### config.mk
export PLATFORM = sky130hd
export DESIGN_NAME = manchester_decode
export DESIGN_NICKNAME = d
export VERILOG_FILES = /design/src/rtl/manchester_decode.sv
export SDC_FILE = /design/constraint.sdc
export NUM_CORES = 1
export LEC_CHECK = 0
export ABC_AREA = 1
export BUFFER_PORTS_ARGS = -buffer_cell sky130_fd_sc_hd__buf_2
export CORE_MARGIN = 10
export CORE_UTILIZATION = 40
export CTS_BUF_LIST = sky130_fd_sc_hd__clkbuf_16
export CTS_CLUSTER_SIZE = 28
export DETAILED_ROUTE_END_ITERATION = 8
export HOLD_SLACK_MARGIN = 0.02
export PLACE_DENSITY = 0.64
export SYNTH_ARGS = -nofsm -noshare
export SYNTH_HDL_FRONTEND = slang
export SYNTH_SLANG_ARGS = --single-unit
### constraint.sdc
create_clock -name clk -period 8.2 [get_ports clk]
set_input_delay 0 -clock clk [delete_from_list [all_inputs] [get_ports clk]]
set_output_delay 0 -clock clk [all_outputs]
set_load 0.005 [all_outputs]
### src/rtl/manchester_decode.sv
// Iterative Manchester decoder: recovers a DATA_W payload from a 2*DATA_W codeword, PAIRS_PER_CYCLE pairs per clock.
// Optional MANCH_ERR_POS_EN adds err_pos, the index of the lowest invalid symbol pair.
module manchester_decode #(
    parameter int unsigned DATA_W          = 64,
    parameter int unsigned PAIRS_PER_CYCLE = 4
) (
    input  logic                  clk,
    input  logic                  reset,
    input  logic                  start,
    input  logic [2*DATA_W-1:0]   code_in,
    output logic                  busy,
    output logic                  done,
    output logic [DATA_W-1:0]     data_out,
    output logic                  err
`ifdef MANCH_ERR_POS_EN
    ,
    output logic [((DATA_W > 1) ? $clog2(DATA_W) : 1)-1:0] err_pos
`endif
);

    localparam int unsigned CODE_W = 2 * DATA_W;
    localparam int unsigned STEPS  = DATA_W / PAIRS_PER_CYCLE;
    localparam int unsigned CNT_W  = (STEPS > 1) ? $clog2(STEPS) : 1;
    localparam int unsigned POS_W  = (DATA_W > 1) ? $clog2(DATA_W) : 1;
    localparam int unsigned SHIFT  = 2 * PAIRS_PER_CYCLE;
    localparam logic [CNT_W-1:0] LAST = CNT_W'(STEPS - 1);

    if ((DATA_W % PAIRS_PER_CYCLE) != 0) begin : g_bad_cfg
        $error("PAIRS_PER_CYCLE must divide DATA_W");
    end

    typedef enum logic [1:0] {S_IDLE, S_DECODE, S_DONE} state_t;

    state_t                     state;
    logic [CODE_W-1:0]          shreg;
    logic [DATA_W-1:0]          acc;
    logic                       err_acc;
    logic [CNT_W-1:0]           cnt;
    logic [PAIRS_PER_CYCLE-1:0] bits_c;
    logic [PAIRS_PER_CYCLE-1:0] bad_c;
    logic [POS_W-1:0]           base_c;

    // Decode the lowest PAIRS_PER_CYCLE pairs; equal symbol halves are invalid.
    always_comb begin
        bits_c = '0;
        bad_c  = '0;
        for (int j = 0; j < int'(PAIRS_PER_CYCLE); j++) begin
            bits_c[j] = (shreg[2*j +: 2] == 2'b10);
            bad_c[j]  = shreg[2*j+1] ~^ shreg[2*j];
        end
    end

    assign base_c = POS_W'(cnt) * POS_W'(PAIRS_PER_CYCLE);

`ifdef MANCH_ERR_POS_EN
    logic [POS_W-1:0] first_idx_c;
    logic [POS_W-1:0] pos_acc;

    // Scan downward so the lowest invalid pair in this cycle wins.
    always_comb begin
        first_idx_c = '0;
        for (int j = int'(PAIRS_PER_CYCLE) - 1; j >= 0; j--) begin
            if (bad_c[j]) first_idx_c = POS_W'(j);
        end
    end
`endif

    always_ff @(posedge clk or posedge reset) begin
        if (reset) begin
            state    <= S_IDLE;
            shreg    <= '0;
            acc      <= '0;
            err_acc  <= 1'b0;
            cnt      <= '0;
            busy     <= 1'b0;
            done     <= 1'b0;
            data_out <= '0;
            err      <= 1'b0;
`ifdef MANCH_ERR_POS_EN
            pos_acc  <= '0;
            err_pos  <= '0;
`endif
        end else begin
            done <= 1'b0;
            case (state)
                S_IDLE: begin
                    if (start) begin
                        shreg   <= code_in;
                        acc     <= '0;
                        err_acc <= 1'b0;
                        cnt     <= '0;
                        busy    <= 1'b1;
`ifdef MANCH_ERR_POS_EN
                        pos_acc <= '0;
`endif
                        state   <= S_DECODE;
                    end
                end
                S_DECODE: begin
                    acc[base_c +: PAIRS_PER_CYCLE] <= bits_c;
                    shreg   <= shreg >> SHIFT;
                    err_acc <= err_acc | (|bad_c);
`ifdef MANCH_ERR_POS_EN
                    // Only the first cycle that sees an invalid pair records its position.
                    if (!err_acc && (|bad_c)) pos_acc <= base_c + first_idx_c;
`endif
                    if (cnt == LAST) begin
                        state <= S_DONE;
                    end else begin
                        cnt <= cnt + CNT_W'(1);
                    end
                end
                S_DONE: begin
                    done     <= 1'b1;
                    busy     <= 1'b0;
                    data_out <= acc;
                    err      <= err_acc;
`ifdef MANCH_ERR_POS_EN
                    err_pos  <= pos_acc;
`endif
                    state    <= S_IDLE;
                end
                default: state <= S_IDLE;
            endcase
        end
    end

endmodule

==> results of run 1 <==
## critical path: cells and delay by family (launching register included)
kind	cells	cell delay [ns]
buf+inv	4	1.89
flops	1	0.62
compound gates	1	0.14
simple gates	3	0.64
## metal layers
metal / vias to the layer above / wire length, µm / global-route usage, %
li1: 4957 / - / -
met1: 4829 / 14500 / 23.8
met2: 342 / 15200 / 29.2
met3: 63 / 2350 / 4.49
met4: 0 / 816 / 4.61
met5: - / 0 / 0
## path summary, 6_finish.rpt
check | cells after the start | end | slack [ns] | startpoint
setup / recovery | 8 | shreg[52] | 4.67 | state[0]
setup reg to reg | 8 | shreg[52] | 4.67 | state[0]
max in group asynchronous | 4 | data_out[35] | 6.57 | reset
hold / removal | 3 | shreg[123] | 0.13 | reset
hold reg to reg | 2 | data_out[42] | 0.46 | data_out[42]
min in group clk | 4 | err_acc | 0.13 | start
## stage by stage
step	power (mW)	hold slack (ns)	instances	util, %
6_report	4.91	0.126	2050	51.6
5_1_grt	5.30	0.203	2050	51.6
4_1_cts	4.94	0.119	2047	51.6
3_5_place_dp	3.69	0.188	1869	44.1
3_3_place_gp	3.65	0.191	1869	44.1
2_1_floorplan	3.28	0.140	1361	-
## synth_stat cells
master and count:
nand4_1 4, clkbuf_1 41, or3_1 1, nand2_2 5, buf_8 1, o31ai_1 1
buf_6 15, dfrtp_1 266, a21oi_1 3, nor2_2 5, nand2_4 1, a22o_1 8
nor2_1 147, nor2_4 2, inv_2 7, o21ai_1 141, nor3_1 1, inv_1 36
nand3_1 24, o22ai_1 5, buf_4 3, xnor2_1 1, ha_1 8, o21ai_0 137
or2_2 1, clkbuf_2 1, inv_4 2, buf_2 19, a21oi_2 3, nand2_1 472
## what timing repair did
action                                 in CTS  in global routing
hold buffers                              129                  0
endpoints found under the hold margin     232                  0
buffers inserted                            0                  0
setup endpoints to repair                   0                  0
## power by group through the flow
stage / combinational (mW) / clock [mW] / sequential (mW)
global route: 1.97 / 1.26 / 2.07
CTS: 1.72 / 1.21 / 2.01
floorplan: 1.34 / 0 / 1.93
global placement: 1.63 / 0 / 2.02
detailed placement: 1.67 / 0 / 2.02
finish: 1.72 / 1.18 / 2.01
## flip-flops by register name, indices dropped and copies added (netlist names)
signal	cells
shreg	128
done	1
acc	64
err_acc	1
data_out	64
state	2
err	1
busy	1
cnt	4
## cells in the final DEF (no fill, tap or decap)
cell type	instances
dfrtp_1	266
xnor2_1	1
diode_2	3
inv_1	41
inv_2	7
o21ai_0	137
or3_1	1
nand2_2	5
nor3_1	1
or2_2	1
a22o_1	8
clkinv_2	4
inv_8	1
clkinv_4	1
buf_4	7
o31ai_1	1
nand2_1	472
o22ai_1	5
bufinv_16	1
nor2_2	5
ha_1	8
o21ai_1	141
nand4_1	4
dlygate4sd3_1	129
nand3_1	24
nor2_1	147
clkinv_1	7
a21oi_2	3
inv_4	2
a21oi_1	3
clkbuf_16	29
clkinvlp_4	1
nor2_4	2
nand2_4	1
buf_2	197
## final cells by class
| class | count | area share, % |
|---|---|---|
| timing repair buffer | 333 | 15.8 |
| sequential | 266 | 45.2 |
| multi-input combinational | 970 | 28.7 |
| antenna | 3 | 0.0510 |
| clock buffer | 29 | 4.93 |
| tap | 384 | 3.26 |
| inverter | 45 | 1.23 |
| clock inverter | 20 | 0.782 |
## cells by family after synthesis
group,count (synthesis),synth area share (%)
AO/OA/AOI/OAI,298,13.4
AND/OR/NAND/NOR,663,22.4
flip-flops,266,57.8
adder cells (fa/ha/maj),8,0.869
buffers and inverters,125,5.50
XOR/XNOR,1,0.0760
==> impl_results.md, run 1 <==
- Result of the run: completed
- Mean instance size in the synthesized netlist: 8.47 µm²
- Top post-synthesis cells by area: dfrtp_1 58%, nand2_1 15%, o21ai_1 6.1%
- Area of all placed cells without fillers: 14700 µm²
- Internal Power: 2.99 mW
- Library cell contributing the largest single delay on the critical path: buf_4
- First-pass GRT wire length: 54.3 mm
- Routed Wire Length: 32.9 mm
- Post-detail-place hpwl: 20.6 mm
- Htree depth: 1
- Fill cell instance count of the final layout: 2781
- Synthesized net count: 1500
- Count of boundary I/O pins: 198
- Die height: 190 µm
- Inserted Clock Buffers: 28
- Die outline width: 190 µm
- Proportion of synthesized chip area in sequential cells: 57.8%
- Max transition margin: 20.4%
- Accumulated negative setup slack: 0 ns
- Net switching power: 1.93 mW
- Routed wirelength normalized by instance count: 16.1 µm
- Setup repair after global routing missed its margin: no
- Register area: 6660 µm²
- Leak: 7.34 nW
- Fraction of the cycle the final worst path needs: 43.1%
- Worst setup margin: 4.67 ns
- Most frequent cell on the critical path: inv_4
- Max-cap violation count: 0
- Post-synth top area share: 57.8%
- Fin. Hold Viols: 0
- Relative contribution of sequential cells to total power: 41.0%
- DRC errors left: 0
- TritonCTS clock tree: built
- Switching share of power: 39.2%
- Number of antenna violations at the first check in global routing: 3
- Data required, critical path: 8.65 ns
- Pwr per Cell Area: 334 nW/µm²
- Minimum period implied by the final worst setup slack: 3.53 ns
- Total number of nets in the final design: 1783
- Number of buffer cells added on primary ports: 197
- Worst hold path class: input port to asynchronous set/reset pin
- Count of nets left with antenna violations after detail routing: 0
- Largest area contributor in the netlist: dfrtp_1
- Crit path kind: flip-flop to flip-flop
- Endpoints failing setup: 0
- Vias per Instance: 4.97
- Ratio of cells with drive above 1 in the final layout: 16.1%
- DR iter-0 viols: 797
- Post-synthesis instance total: 1361
- Clk pwr share: 24.0%
- Source-to-sink clock delay at the later pin of the worst-skew pair: 0.55 ns
- Largest driver fanout on the critical path: 76
- Buffer type at the clock tree root: clkbuf_16
- Setup clock skew after layout: 0.0215 ns
- Initial core utilization: 40.4%
- Pin count of the biggest net entering global routing: 123
- Total track usage: 18.0%
- Footprint of the multi-input gates: 4230 µm²
- Kind of end point of the critical path: flip-flop
- Arrival time at the worst endpoint: 3.98 ns
- Placement Rows: 62
- Slew @ Worst Pin: 1.19 ns
- Pre-CTS WS: 4.78 ns
- Area added between synthesis and finish: 27.8%
- Global route total overflow: 0
- Netlist Area Pre-Place: 11500 µm²
- First-pass iteration count of the detailed router: 5
- Final slew viol count: 0
- Cells resized by post-CTS repair: 0
- Weighted congestion reported at the end of routability-driven placement: 0.831
- Count of vias placed by the detailed router: 10191
- Number of buffers on the longest clock path: 3
- Upper clock frequency limit: 283 MHz
- CP startpoint kind: flip-flop
- Count of warnings emitted by yosys: 0
- Clock transition at the register clock pins on the worst setup and hold paths after CTS: 0.06 ns
- Critical path's largest stage delay: 0.70 ns
- Floorplan die area: 36000 µm²
- Worst vdd ir: 0.230 mV
- CORE AREA: 28500 µm²
- Placed instance area: 12600 µm²
- Seq cells post-synth: 266
- Logic gate share of total power: 35.0%
- Number of global-route vias before repair: 10429
- Clock sinks: 266
- Number of distinct library cell variants in the gate-level netlist after synthesis: 30
- Cell-by-cell trace of the critical path: inv_2, nor2_4, inv_4, nand2_4, inv_4, buf_4, nand2_1, o21ai_1
Note: power is estimated with default switching activity, not from simulation.
==> run 2: changes to the inputs <==
PLACE_DENSITY = 0.66   (was 0.64)
clock period = 3 ns   (was 8.2 ns; I/O delays follow)
==> impl_results.md, run 2 (same netlist as run 1, synthesis figures left out) <==
- Result of the run: completed
- Setup clock skew after layout: 0.00797 ns (-0.0135 ns)
- Post CTS Setup Buffer Count: 0 (unchanged)
- Post-detail-place hpwl: 19.9 mm (-3.5%)
- Routed wirelength normalized by instance count: 15.9 µm (-1.2%)
- Minimum period implied by the final worst setup slack: 2.31 ns (-1.22 ns)
- TritonCTS clock tree: built
- Largest register FFs: 128 (unchanged)
- Regs by FF count: shreg (128), acc (64), data_out (64)
- Largest register by flop count: shreg
- Routed Wire Length: 32.7 mm (-0.74%)
- Area added between synthesis and finish: 29.0%
- Max transition margin: 37.2% (+17 points)
- Critical path's largest stage delay: 0.71 ns (about the same)
- Cells resized by post-CTS repair: 0 (unchanged)
- Vias per Instance: 4.91 (-1.2%)
- Worst setup margin: 0.687 ns (-3.98 ns)
- Endpoints failing setup: 0 (unchanged)
- Number of antenna violations at the first check in global routing: 8 (+5)
- Commonest non-fill, non-tap cells in the layout: 472 x nand2_1, 266 x dfrtp_1, 197 x buf_2
- Pin count of the biggest net entering global routing: 160 (+30%)
- Leak: 7.40 nW (+0.89%)
- Pre-CTS WS: 0.755 ns (-4.02 ns)
- Ratio of cells with drive above 1 in the final layout: 16.2% (+0.19 points)
- Fin. Hold Viols: 0 (unchanged)
- Total number of nets in the final design: 1787 (+0.22%)
- Largest delay share family, worst path: simple AND/OR/NAND/NOR gates
- Htree depth: 1 (unchanged)
- Clock sinks: 266 (unchanged)
- Floorplan die area: 36000 µm² (unchanged)
- Placed insts: 1872 (+0.16%)
- Most frequent standard cell in the layout excluding fill and tap cells: nand2_1
- Pwr per Cell Area: 914 nW/µm² (+170%)
- Upper clock frequency limit: 432 MHz (+53%)
- Slew @ Worst Pin: 0.943 ns (-0.252 ns)
- First-pass GRT wire length: 53.5 mm (-1.5%)
- Inserted Clock Buffers: 29 (+3.6%)
- Final slew viol count: 0 (unchanged)
- Count of vias placed by the detailed router: 10110 (-0.79%)
- Buffers plus inverters on the worst setup path: 2 (-2)
- Worst vdd ir: 0.730 mV (+220%)
- Number of buffer cells added on primary ports: 197 (unchanged)
- Area of all placed cells without fillers: 14900 µm² (+0.91%)
- Arrival time at the worst endpoint: 2.73 ns (-1.25 ns)
- Data required, critical path: 3.42 ns (-5.23 ns)
- Accumulated negative setup slack: 0 ns (unchanged)
- Placed instance area: 12700 µm² (+0.75%)
- Crit path kind: flip-flop to flip-flop
- Count of boundary I/O pins: 198 (unchanged)
- Clock transition at the register clock pins on the worst setup and hold paths after CTS: 0.07 ns (about the same)
- Source-to-sink clock delay at the later pin of the worst-skew pair: 0.53 ns (-0.02 ns)
- Largest driver fanout on the critical path: 19 (-75%)
- Most frequent cell on the critical path: nand2_1
- Hold slack final: 0.107 ns (-0.0188 ns)
- Global route total overflow: 0 (unchanged)
- First-pass iteration count of the detailed router: 5 (unchanged)
- Placement Rows: 62 (unchanged)
- Die outline width: 190 µm (unchanged)
- # hold bufs at CTS: 129 (unchanged)
- DR iter-0 viols: 765 (-4.0%)
- Count of nets left with antenna violations after detail routing: 0 (unchanged)
- CP startpoint kind: flip-flop
- Fill cell instance count of the final layout: 2688 (-3.3%)
- Utilization of the core after routing: 52.1% (+0.47 points)
- Kind of end point of the critical path: flip-flop
- Library cell contributing the largest single delay on the critical path: dfrtp_1
- Max-cap violation count: 0 (unchanged)
- Final Instance Count excl. Fillers: 2059 (+0.44%)
- Buffer type at the clock tree root: clkbuf_16
- Weighted congestion reported at the end of routability-driven placement: 0.813 (-2.2%)
- DRC errors left: 0 (unchanged)
- Number of buffers on the longest clock path: 3 (unchanged)
- Setup repair after global routing missed its margin: no
- Initial core utilization: 40.4% (unchanged)
- Fraction of the cycle the final worst path needs: 77.1% (+34 points)
- Die height: 190 µm (unchanged)
- Cell-by-cell trace of the critical path: inv_2, ha_1, inv_1, nand2_1, nand2_2, nand2_2, nor2_1, nand2_1, nand2_1, nand2_1, nand2_1, nand2_1
- Worst hold path class: input port to flip-flop
- Number of global-route vias before repair: 10294 (-1.3%)
- Pwr Total: 13.6 mW (+180%)
- Total track usage: 17.8% (-0.28 points)
- CORE AREA: 28500 µm² (unchanged)
[run 2: changes by cell type in the layout (fill, tap and decap cells not counted), sizes merged]
| cell | previous run | this run |
|---|---|---|
| clkinv | 12 | 9 |
| diode | 3 | 7 |
| bufinv | 1 | 2 |
| buf | 204 | 207 |
| inv | 51 | 54 |
| clkinvlp | 1 | 2 |
[run 2: final cells by class]
type	instances	area (µm²)	area share, %
Antenna cell	7	17.5	0.118
Timing Repair Buffer	336	2430	16.3
Clock buffer	29	726	4.88
Tap cell	384	480	3.23
Clock inverter	22	145	0.977
Inverter	45	178	1.20
Multi-Input combinational cell	970	4230	28.5
Sequential cell	266	6660	44.8
[run 2: worst paths after layout]
path / start / endpoint / slack (ns) / cells past startpoint
max in group asynchronous: reset / data_out[13] / 2.00 / 4
min in group asynchronous: reset / shreg[121] / 0.19 / 4
setup reg to reg: cnt[0] / acc[25] / 0.69 / 12
hold reg to reg: data_out[29] / data_out[29] / 0.46 / 2
hold / removal: start / err_acc / 0.11 / 4
setup / recovery: cnt[0] / acc[25] / 0.69 / 12
[run 2: where the power goes]
part	internal [mW]	switching [mW]
Clock	1.91	1.41
Sequential	4.78	0.713
Combinational	1.64	3.15
Total	8.32	5.27
[run 2: tightest hold or removal path, stage by stage]
cell and delay, ns:
buf_2 0.11, nand2_1 0.12, nor2_1 0.20, a21oi_1 0.16
[run 2: layer usage]
metal  global-route usage, %  vias up  wire length, µm
met5                       0        -               15
met4                    5.49        2              748
met3                    4.30       61             2170
met2                    28.7      309            15400
met1                    23.2     4780            14300
li1                        -     4958                -
